`config.mk`:
```
export PLATFORM = sky130hd
export DESIGN_NAME = seq_mult_64
export DESIGN_NICKNAME = d
export VERILOG_FILES = /design/src/rtl/mult_pkg.sv /design/src/rtl/mult_datapath.sv /design/src/rtl/seq_mult_64.sv
export SDC_FILE = /design/constraint.sdc
export NUM_CORES = 1
export LEC_CHECK = 0
export CAP_MARGIN = 10
export CORE_ASPECT_RATIO = 0.6
export CORE_MARGIN = 5
export CORE_UTILIZATION = 35
export DETAILED_ROUTE_END_ITERATION = 12
export PLACE_DENSITY = 0.54
export RECOVER_POWER = 25
export SETUP_SLACK_MARGIN = 0.02
export SYNTH_ARGS = -nofsm -noshare
export SYNTH_HDL_FRONTEND = slang
export SYNTH_SLANG_ARGS = --single-unit
```
`constraint.sdc`:
```
create_clock -name clk -period 9.3 [get_ports clk]
set_clock_uncertainty 0.2 [all_clocks]
set_input_delay 1.395 -clock clk [delete_from_list [all_inputs] [get_ports clk]]
set_output_delay 1.395 -clock clk [all_outputs]
set_load 0.01 [all_outputs]
```
`src/rtl/mult_pkg.sv`:
```
// Shared types and constants for the sequential 64x64 multiplier.
package mult_pkg;
   typedef enum logic [1:0] {IDLE, RUN, FIX, DONE} mult_state_t;
   localparam int unsigned MULT_ITERS = 64;
   localparam int unsigned MULT_CNT_W = 7;
endpackage

```
`src/rtl/mult_datapath.sv`:
```
// Shift-and-add datapath: operand magnitude conversion, {hi, lo} accumulator,
// 65-bit add-with-carry step and final 128-bit negate.
module mult_datapath #(
   parameter int unsigned WIDTH = 64
) (
   input  logic             clk,
   input  logic             reset,
   input  logic             load,
   input  logic             step,
   input  logic             fix,
   input  logic             is_signed,
   input  logic [WIDTH-1:0] a,
   input  logic [WIDTH-1:0] b,
   output logic [WIDTH-1:0] hi,
   output logic [WIDTH-1:0] lo
);
   logic [WIDTH-1:0]   mcand;
   logic               neg;
   logic [WIDTH-1:0]   a_mag;
   logic [WIDTH-1:0]   b_mag;
   logic [WIDTH:0]     sum;
   logic [2*WIDTH-1:0] acc_neg;

   always_comb begin
      // -2^(WIDTH-1) negates to itself, which read as unsigned is the correct magnitude
      a_mag   = (is_signed && a[WIDTH-1]) ? -a : a;
      b_mag   = (is_signed && b[WIDTH-1]) ? -b : b;
      sum     = {1'b0, hi} + (lo[0] ? {1'b0, mcand} : '0);
      acc_neg = -{hi, lo};
   end

   always_ff @(posedge clk or negedge reset) begin
      if (!reset) begin
         mcand <= '0;
         neg   <= 1'b0;
         hi    <= '0;
         lo    <= '0;
      end else if (load) begin
         mcand <= a_mag;
         neg   <= is_signed && (a[WIDTH-1] ^ b[WIDTH-1]);
         hi    <= '0;
         lo    <= b_mag;
      end else if (step) begin
         hi <= sum[WIDTH:1];
         lo <= {sum[0], lo[WIDTH-1:1]};
      end else if (fix && neg) begin
         {hi, lo} <= acc_neg;
      end
   end
endmodule

```
`src/rtl/seq_mult_64.sv`:
```
// Multi-cycle 64x64 signed/unsigned multiplier: FSM, iteration counter and
// start/busy/done handshake around mult_datapath.
module seq_mult_64
   import mult_pkg::*;
#(
   parameter int unsigned WIDTH = 64
) (
   input  logic             clk,
   input  logic             reset,
   input  logic             start,
   input  logic             is_signed,
   input  logic [WIDTH-1:0] a,
   input  logic [WIDTH-1:0] b,
   output logic             busy,
   output logic             done,
   output logic [WIDTH-1:0] prod_lo,
   output logic [WIDTH-1:0] prod_hi
);
   mult_state_t           state;
   mult_state_t           next_state;
   logic [MULT_CNT_W-1:0] cnt;
   logic                  load;
   logic                  step;
   logic                  fix;
   logic                  last_iter;

   assign last_iter = (cnt == MULT_CNT_W'(MULT_ITERS - 1));

   always_ff @(posedge clk or negedge reset) begin
      if (!reset) begin
         state <= IDLE;
         cnt   <= '0;
      end else begin
         state <= next_state;
         if (load)
            cnt <= '0;
         else if (step)
            cnt <= cnt + MULT_CNT_W'(1);
      end
   end

   always_comb begin
      next_state = state;
      load       = 1'b0;
      step       = 1'b0;
      fix        = 1'b0;
      busy       = 1'b0;
      done       = 1'b0;
      unique case (state)
         IDLE: begin
            if (start) begin
               load       = 1'b1;
               next_state = RUN;
            end
         end
         RUN: begin
            busy = 1'b1;
            step = 1'b1;
            if (last_iter)
               next_state = FIX;
         end
         FIX: begin
            busy       = 1'b1;
            fix        = 1'b1;
            next_state = DONE;
         end
         DONE: begin
            done       = 1'b1;
            next_state = IDLE;
         end
         default: next_state = IDLE;
      endcase
   end

   mult_datapath #(.WIDTH(WIDTH)) u_datapath (
      .clk       (clk),
      .reset     (reset),
      .load      (load),
      .step      (step),
      .fix       (fix),
      .is_signed (is_signed),
      .a         (a),
      .b         (b),
      .hi        (prod_hi),
      .lo        (prod_lo)
   );
endmodule

```
# After elaboration in Yosys (flattened, before gate mapping)
# Index checks and enable logic that the tools add are counted.
# totals
latchBits,0
n_memories,0
mem_bits_rw,0
register_bits,202
romBits,0
output_inout_bits,130
# classes
n_div,0
n_eq_ne,6
mux,20
add_sub_neg,5
n_reduce_logical,9
bitwise,1
multipliers,0
magnitude_cmp,0
shift,0
# op_table
op,count
$mux W64,9
$neg A128 Y128,1
$neg A64 Y64,2
$add A64 B65 Y65,1
$mux W7,2
$pmux W2 S4,1
$add A7 B1 Y7 const B,1
$eq A7 B6 Y1 const B,1
$mux W1,6
$eq A2 B2 Y1 const B,2
$logic_and A1 B1 Y1,4
$mux W2,2
$ne A2 B2 Y1 const B,2
$reduce_bool A3 Y1,1
$eq A2 B1 Y1 const B,1
$logic_not A2 Y1,1
$reduce_and A2 Y1,1
$reduce_bool A2 Y1,1
$reduce_or A2 Y1,1
$xor A1 B1 Y1,1

# Longest topological paths before layout
# Gate-level depths: netlist of the first run.
# depth
ltp_word,6
depth_mapped,15
depth_no_buf,14

# Hierarchy
# Synthesis of the first run repeated with hierarchy kept, for this count alone.
# unflattened
cells_unflattened,2429
hier_area_um2,18551.5
# by_module_without_submodules
mod,n_inst,cells_per_inst,area_each_um2
mult_datapath,1,2381,18037.3
seq_mult_64,1,48,514.2

# Worst setup path before layout of the first run
# Ideal clock, no wire load.
# synth_path
path_kind,input port to flip-flop
startpoint,input a[4]
endpoint,register u_datapath.mcand[62]
stages,10
required_ns,8.967
slack_ns,4.818
path_buffers,1
arrival_time_ns,4.149
path_cell_list,or4_1 > or3_1 > or4_1 > clkbuf_1 > nor3_1 > nand4_1 > or3_1 > o41ai_2 > xor2_1 > o21ai_0
# synth_between
elab_chain_len,2
# synth_rtl
element,line_no,text
"start, declared",seq_mult_64.sv:12,"input logic [WIDTH-1:0] a,"
$neg A64 Y64,mult_datapath.sv:26,a_mag = (is_signed && a[WIDTH-1]) ? -a : a;
$mux W64,mult_datapath.sv:26,
"end signal, assigned",mult_datapath.sv:39,mcand <= a_mag;
"end, declared",mult_datapath.sv:17,logic [WIDTH-1:0] mcand;
# No other way between the ends.
# A chain may end at the register's enable or synchronous reset.

==> metrics.txt, run 1 <==
status finished, violations left; violations in the final reports max-capacitance violations, max-slew violations; post-synthesis instance area around 18000 um2; fraction of registers with async set or reset after synthesis 100%; unrepaired setup endpoints after global routing no; worst hold-check path type register to register; number of inserted filler cells in the final layout ~5100; growth of design area from synthesis to finish 22.6%; Post-Layout Cell Count approximately 3200; placement-stage worst setup slack roughly 3.1 ns; number of detailed-route iterations in the first pass 5; total congestion overflow after global routing 0; post-route total power ~2.1 mW; die extent in x 301 um; Port Buffer Count ~260; Clock H-tree levels 1; Lkg Pwr between 9 and 10 nW; shortest period the worst path allows approximately 6.4 ns; Clock Path Buffers 3; worst-path fanout max between 80 and 90; count of nets after finishing about 2700; path type of the worst setup path input pin to asynchronous set/reset pin; post-route ant nets 0; utilization after layout between 40 and 50%; number of antenna violations at the first check in global routing 1; leading cell types by total area after synthesis dfrtp_1 (28%), xnor2_1 (7.5%), o21ai_0 (6.8%); area of placed instances roughly 21000 um2; All-Layer GR Usage about a quarter; worst slew slack as a fraction of its limit -237%; final worst setup slack 2.93 ns; FF-to-FF path depth 13; power per standard cell area 97.0 nW/um2; number of sinks handled by clock tree synthesis between 200 and 250; register-to-register setup slack about 4.2 ns; number of vias after detailed routing between 15000 and 20000; post-synth top area cell dfrtp_1; maximum clock rate 0.157 GHz; delay of the slowest critical-path stage between 3 and 4 ns; category of the worst setup path capture point asynchronous set/reset pin; Yosys warning count 0; final routed DRC violation total 0; family with the most delay on the worst path buffers and inverters; launch instance of the worst min-delay path u_datapath.mcand[24]; clock root buffer clkbuf_16; post-cts repair resize count 0; placeable core region approximately 51000 um2; Post-CTS Hold Buffers 0; sum of buffers and inverters on the critical path 2; Ports approximately 260; detailed-route wire length per cell about 22 um; Avg Cell Area, Syn roughly 7.7 um2; CTS tree built; last weighted congestion value of the routability-driven placer between 0.9 and 1; Crit Reg-Reg Endpoint u_datapath.hi[62]; Max IR drop VDD 0.116 mV; CP required ~9.5 ns; sequential cell area fraction in the yosys report roughly 28%; #FFs+latches synth 202; estimated wirelength of the detail-placed design 52.9 mm; total placed cells including tap cells 3147; number of flops mapped to enable cells by yosys 0; category of the worst setup path launch point input pin; transition time of the tightest slew-check pin 5.05 ns; cell count of the worst hold path 2; clock buffer count from CTS 25; CP max stage cell clkbuf_1; Vert. Die Dim around 180 um; data arrival time of the critical path approximately 6.6 ns; insertion delay of the later-clocked pin in the worst-skew pair 0.55 ns; post-route design area 21800 um2; wire length of the first global-routing pass 106 mm; number of distinct standard cells referenced by the synthesized netlist 76; Synthesized Nets between 2000 and 3000; final clock period utilization by the worst path between 60% and 70%; Critical R2R Launch u_datapath.lo[0]; buffer count from post-CTS setup fixing 0; critical path, cell by cell clkbuf_1 > clkbuf_2; detail-routed via count per cell 5.66; hold path endpoint u_datapath.mcand[24]; hold slack final ~0.28 ns; total routed wirelength roughly 70 mm; top flip-flop cell by instance count after synthesis dfrtp_1; vias in the first global route between 15000 and 20000; Worst-path clk slew approximately 0.06 ns; aggregate negative setup slack 0 ns; most frequent cell after synthesis nand2_1; cell types with the highest counts after synthesis nand2_1 (266), o21ai_0 (243), dfrtp_1 (202); count of endpoints failing setup in the final report 0; pin count of the biggest net entering global routing between 100 and 150; total count of max-transition violations in the final report 139; Cell Rows 64; number of max-cap violations 2; drt first-iter violations between 1500 and 2000; fraction of final layout cells sized beyond drive strength 1 about 4.3%; area enclosed by the die boundary between 50000 and 60000 um2; total count of hold-check failures in the final report 0; number of standard cells after synthesis 2306; Initial Util a little over a third; area share of the leading cell type in the synthesized netlist 28.4%
where the power goes:
| part | internal, mW | switching [mW] |
|---|---|---|
| registers | 0.879 | 0 |
| clock network | 0.612 | 0.419 |
| logic | 0.0926 | 0.116 |
| total | 1.58 | 0.535 |
sequential cells by signal, indices dropped and copies added, names as in the netlist:
register / count
u_datapath.lo: 64
u_datapath.hi: 64
u_datapath.mcand: 64
state: 2
cnt: 7
u_datapath.neg: 1
routing by layer:
layer	global-route usage, %	vias to the layer above	wire length (um)
li1	-	8651	-
met1	38.5	8713	35700
met2	34.1	642	27900
met3	4.64	69	5130
met4	3.68	0	1190
met5	0	-	0
layout by cell type, fill, tap and decap left out, types with 23 or more instances in the layout:
master and count:
o211ai_1 56, and2_1 73, or3_1 39, nand3_1 31, a21oi_1 168, buf_4 23, clkdlybuf4s50_1 259, o21ai_0 243
nand4_1 33, o31ai_1 23, dfrtp_1 201, inv_1 34, xor2_1 138, nor2_1 198, xnor2_1 153, nand2_1 265
nor3_1 71, a21o_1 51, a211oi_1 31, nor4_1 42, clkbuf_16 25, ha_1 72
how the worst max path moves through the flow:
stage	start	end	cells after the start
floorplan	a[4]	u_datapath.mcand[62]	10
global placement	a[4]	u_datapath.mcand[62]	10
detailed placement	a[4]	u_datapath.mcand[62]	10
CTS	a[4]	u_datapath.mcand[62]	10
global route	reset	u_datapath.hi[50]	2
finish	reset	u_datapath.hi[50]	2
kinds of logic after synthesis:
group / Yosys count / synth area share (%)
muxes: 9 / 0.527
buffers and inverters: 173 / 3.66
and+or+nand+nor: 851 / 23.5
adders and majority gates: 74 / 5.24
xor gates and xnor gates: 291 / 14.3
AOI/OAI and AO/OA: 706 / 24.4
DFF: 202 / 28.4
final cells by class:
class	count	area, um2	area share (%)
multi-input cells	1931	12100	55.6
flip-flops and latches	202	5060	23.2
repair buffers	286	2800	12.8
well taps	693	867	3.97
clock buffers	40	762	3.49
inverters	35	131	0.602
clock inverters	5	75.1	0.344
diodes	1	2.50	0.0115
Note: power is estimated with default switching activity, not from simulation.
==> run 2, diff against run 1 <==
Clock period 9.3 ns to 6.1 ns, I/O delays scaled along.
==> run 2 against run 1 <==
The run still ends with max-capacitance violations, max-slew violations left. Combinational power rose by 53%. Setup slack got worse by 1.5 ns. Register-to-register slack got worse by 2.8 ns. Critical endpoint is now u_datapath.hi[62]. Largest cell class unchanged.
==> metrics.txt, run 2 (same netlist as run 1, synthesis figures left out) <==
Clock H-tree levels 1 (unchanged); number of sinks handled by clock tree synthesis 202 (unchanged); category of the worst setup path capture point register (was asynchronous set/reset pin); status finished, violations left (unchanged); detail-routed via count per cell 5.69 (was 5.66); most common cell after layout, fill and taps aside nand2_1 (unchanged); number of max-cap violations 2 (unchanged); Initial Util 35.1% (unchanged); path type of the worst setup path register to register (was input pin to asynchronous set/reset pin); estimated wirelength of the detail-placed design 51.8 mm (was 52.9 mm); count of nets after finishing 2701 (was 2687); pin count of the biggest net entering global routing 258 (was 137); total count of hold-check failures in the final report 0 (unchanged); total routed wirelength 70.0 mm (was 69.9 mm); wire length of the first global-routing pass 106 mm (about the same); placeable core region 50700 um2 (unchanged); number of detailed-route iterations in the first pass 5 (unchanged); maximum clock rate 0.213 GHz; last weighted congestion value of the routability-driven placer 0.930 (was 0.950); number of inserted filler cells in the final layout 5108 (was 5090); critical path startpoint u_datapath.lo[0] (was reset); fraction of final layout cells sized beyond drive strength 1 5.09% (was 4.28%); growth of design area from synthesis to finish 23.7% (was 22.6%); CP required 6.33 ns (was 9.47 ns); final clock period utilization by the worst path slightly below 80%; placement-stage worst setup slack 0.976 ns (was 3.13 ns); number of vias after detailed routing 18257 (was 18075); delay of the slowest critical-path stage 0.82 ns (was 3.46 ns); met3 track utilization from global routing 3.43% (was 4.64%); Clock Path Buffers 3 (unchanged); shortest period the worst path allows between 4 and 5 ns; count of endpoints failing setup in the final report 0 (unchanged); violations in the final reports max-capacitance violations, max-slew violations (unchanged); power per standard cell area 153 nW/um2 (was 97.0 nW/um2); die extent in x 301 um (unchanged); Post-CTS Hold Buffers 0 (unchanged); Lkg Pwr 9.24 nW (was 9.12 nW); number of stages on the worst setup path 13 (was 2); total congestion overflow after global routing 0 (unchanged); transition time of the tightest slew-check pin 2.77 ns (was 5.05 ns); antenna diode count 0 (was 1); insertion delay of the later-clocked pin in the worst-skew pair 0.56 ns (was 0.55 ns); critical path, cell by cell buf_4 > and2_1 > ha_1 > a21o_1 > a21oi_1 > o2111ai_1 > a221o_1 > a221o_1 > a31o_2 > a31oi_1 > nor3_1 > or4_1 > a41o_1 (was clkbuf_1 > clkbuf_2); FF-to-FF path depth 13 (unchanged); number of antenna violations at the first check in global routing 0 (was 1); CP max stage cell dfrtp_2 (was clkbuf_1); worst slew slack as a fraction of its limit -84.8% (was -237%); detailed-route wire length per cell 21.8 um (was 21.9 um); register-to-register setup slack 1.41 ns (was 4.22 ns); worst hold-check path type register to register (unchanged); vias in the first global route 16720 (was 17058); post-cts repair resize count 0 (unchanged); grt met2 use 34.0% (was 34.1%); cell with the most instances on the worst path a221o_1; data arrival time of the critical path 4.92 ns (was 6.55 ns); All-Layer GR Usage 24.2% (about the same); largest registers u_datapath.hi: 64 flops, u_datapath.lo: 64 flops, u_datapath.mcand: 64 flops (unchanged); worst-path fanout max 38 (was 82); worst setup path endpoint u_datapath.hi[62] (was u_datapath.hi[50]); Critical R2R Launch u_datapath.lo[0] (unchanged); busiest metal layer after global routing met1 (unchanged); most frequent cells in the layout nand2_1 (265), clkdlybuf4s50_1 (260), o21ai_0 (243), dfrtp_1 (201), nor2_1 (198) (was nand2_1 (265), clkdlybuf4s50_1 (259), o21ai_0 (243), dfrtp_1 (201), nor2_1 (198)); clock buffer count from CTS 25 (unchanged); Crit Reg-Reg Endpoint u_datapath.hi[62] (unchanged); met1 track demand over resource in global routing 39.5% (was 38.5%); unrepaired setup endpoints after global routing no (unchanged); Cell Rows 64 (unchanged); drt first-iter violations 1860 (was 1601); final routed DRC violation total 0 (unchanged); post-route ant nets 0 (unchanged); clock root buffer clkbuf_16 (unchanged); Ports 262 (unchanged); total count of max-transition violations in the final report 205 (was 139); Max IR drop VDD 0.168 mV (was 0.116 mV); buffer count from post-CTS setup fixing 0 (unchanged); sum of buffers and inverters on the critical path 1 (was 2); Vert. Die Dim 185 um (unchanged); Port Buffer Count 261 (unchanged); Worst-path clk slew 0.06 ns (about the same); category of the worst setup path launch point register (was input pin); hold slack final 0.279 ns (was 0.275 ns); CTS tree built (unchanged); aggregate negative setup slack 0 ns (unchanged); final worst setup slack 1.41 ns (was 2.93 ns); family with the most delay on the worst path compound AO/OA/AOI/OAI gates (was buffers and inverters); area enclosed by the die boundary 55700 um2 (unchanged)
run 2: cell count changes in the layout (fill, tap and decap cells not counted), sizes merged:
| cell | before | now |
|---|---|---|
| buf | 24 | 38 |
| clkbuf | 42 | 33 |
| clkinv | 3 | 6 |
| clkinvlp | 0 | 2 |
| clkdlybuf4s50 | 259 | 260 |
| diode | 1 | 0 |
| bufinv | 2 | 6 |
| dlygate4sd3 | 1 | 0 |
run 2: worst register-to-register path, delay by kind of cell (launching register included):
family | cells | cell delay, ns
and+or+nand+nor | 3 | 0.78
buffers and inverters | 1 | 0.35
AOI/OAI and AO/OA | 8 | 2.12
DFF | 1 | 0.82
adders and majority gates | 1 | 0.32
run 2: cell type report:
cell class / count / area, um2 / area share [%]
Inverter: 35 / 131 / 0.596
Clock buffer: 31 / 688 / 3.12
Sequential cell: 202 / 5060 / 23.0
Timing Repair Buffer: 300 / 2930 / 13.3
Multi-Input combinational cell: 1931 / 12100 / 55.1
Tap cell: 693 / 867 / 3.94
Clock inverter: 14 / 225 / 1.02
run 2: where the power goes:
group	switching [mW]	internal [mW]	total, mW	leakage [nW]
combinational	0.177	0.142	0.319	6.15
sequential	0	1.34	1.34	2.65
clock	0.665	1.05	1.72	0.448
total	0.842	2.53	3.37	9.24
run 2: metrics by stage:
step | utilization (%) | instance area (um2) | std cells | power (mW)
floorplan | - | 17800 | 2306 | 1.48
global placement | 41.7 | 21100 | 3161 | 1.68
detailed placement | 41.7 | 21100 | 3161 | 1.68
CTS | 43.5 | 22100 | 3206 | 3.41
global route | 43.5 | 22000 | 3206 | 3.48
finish | 43.5 | 22000 | 3206 | 3.37
run 2: worst min path at each step:
stage | from | end | slack (ns) | depth (start not counted)
final | u_datapath.mcand[19] | u_datapath.mcand[19] | 0.28 | 2
after global routing | u_datapath.mcand[50] | u_datapath.mcand[50] | 0.32 | 2
after global placement | u_datapath.mcand[27] | u_datapath.mcand[27] | 0.26 | 2
after detailed placement | u_datapath.mcand[27] | u_datapath.mcand[27] | 0.27 | 2
after CTS | reset | u_datapath.lo[38] | 0.25 | 1
after floorplan | u_datapath.mcand[0] | u_datapath.mcand[0] | 0.24 | 2
run 2: layer usage:
layer	share of wire [%]	vias up
li1	-	8708
met1	51	8786
met2	40	698
met3	7.6	65
met4	1.5	0
met5	0	-
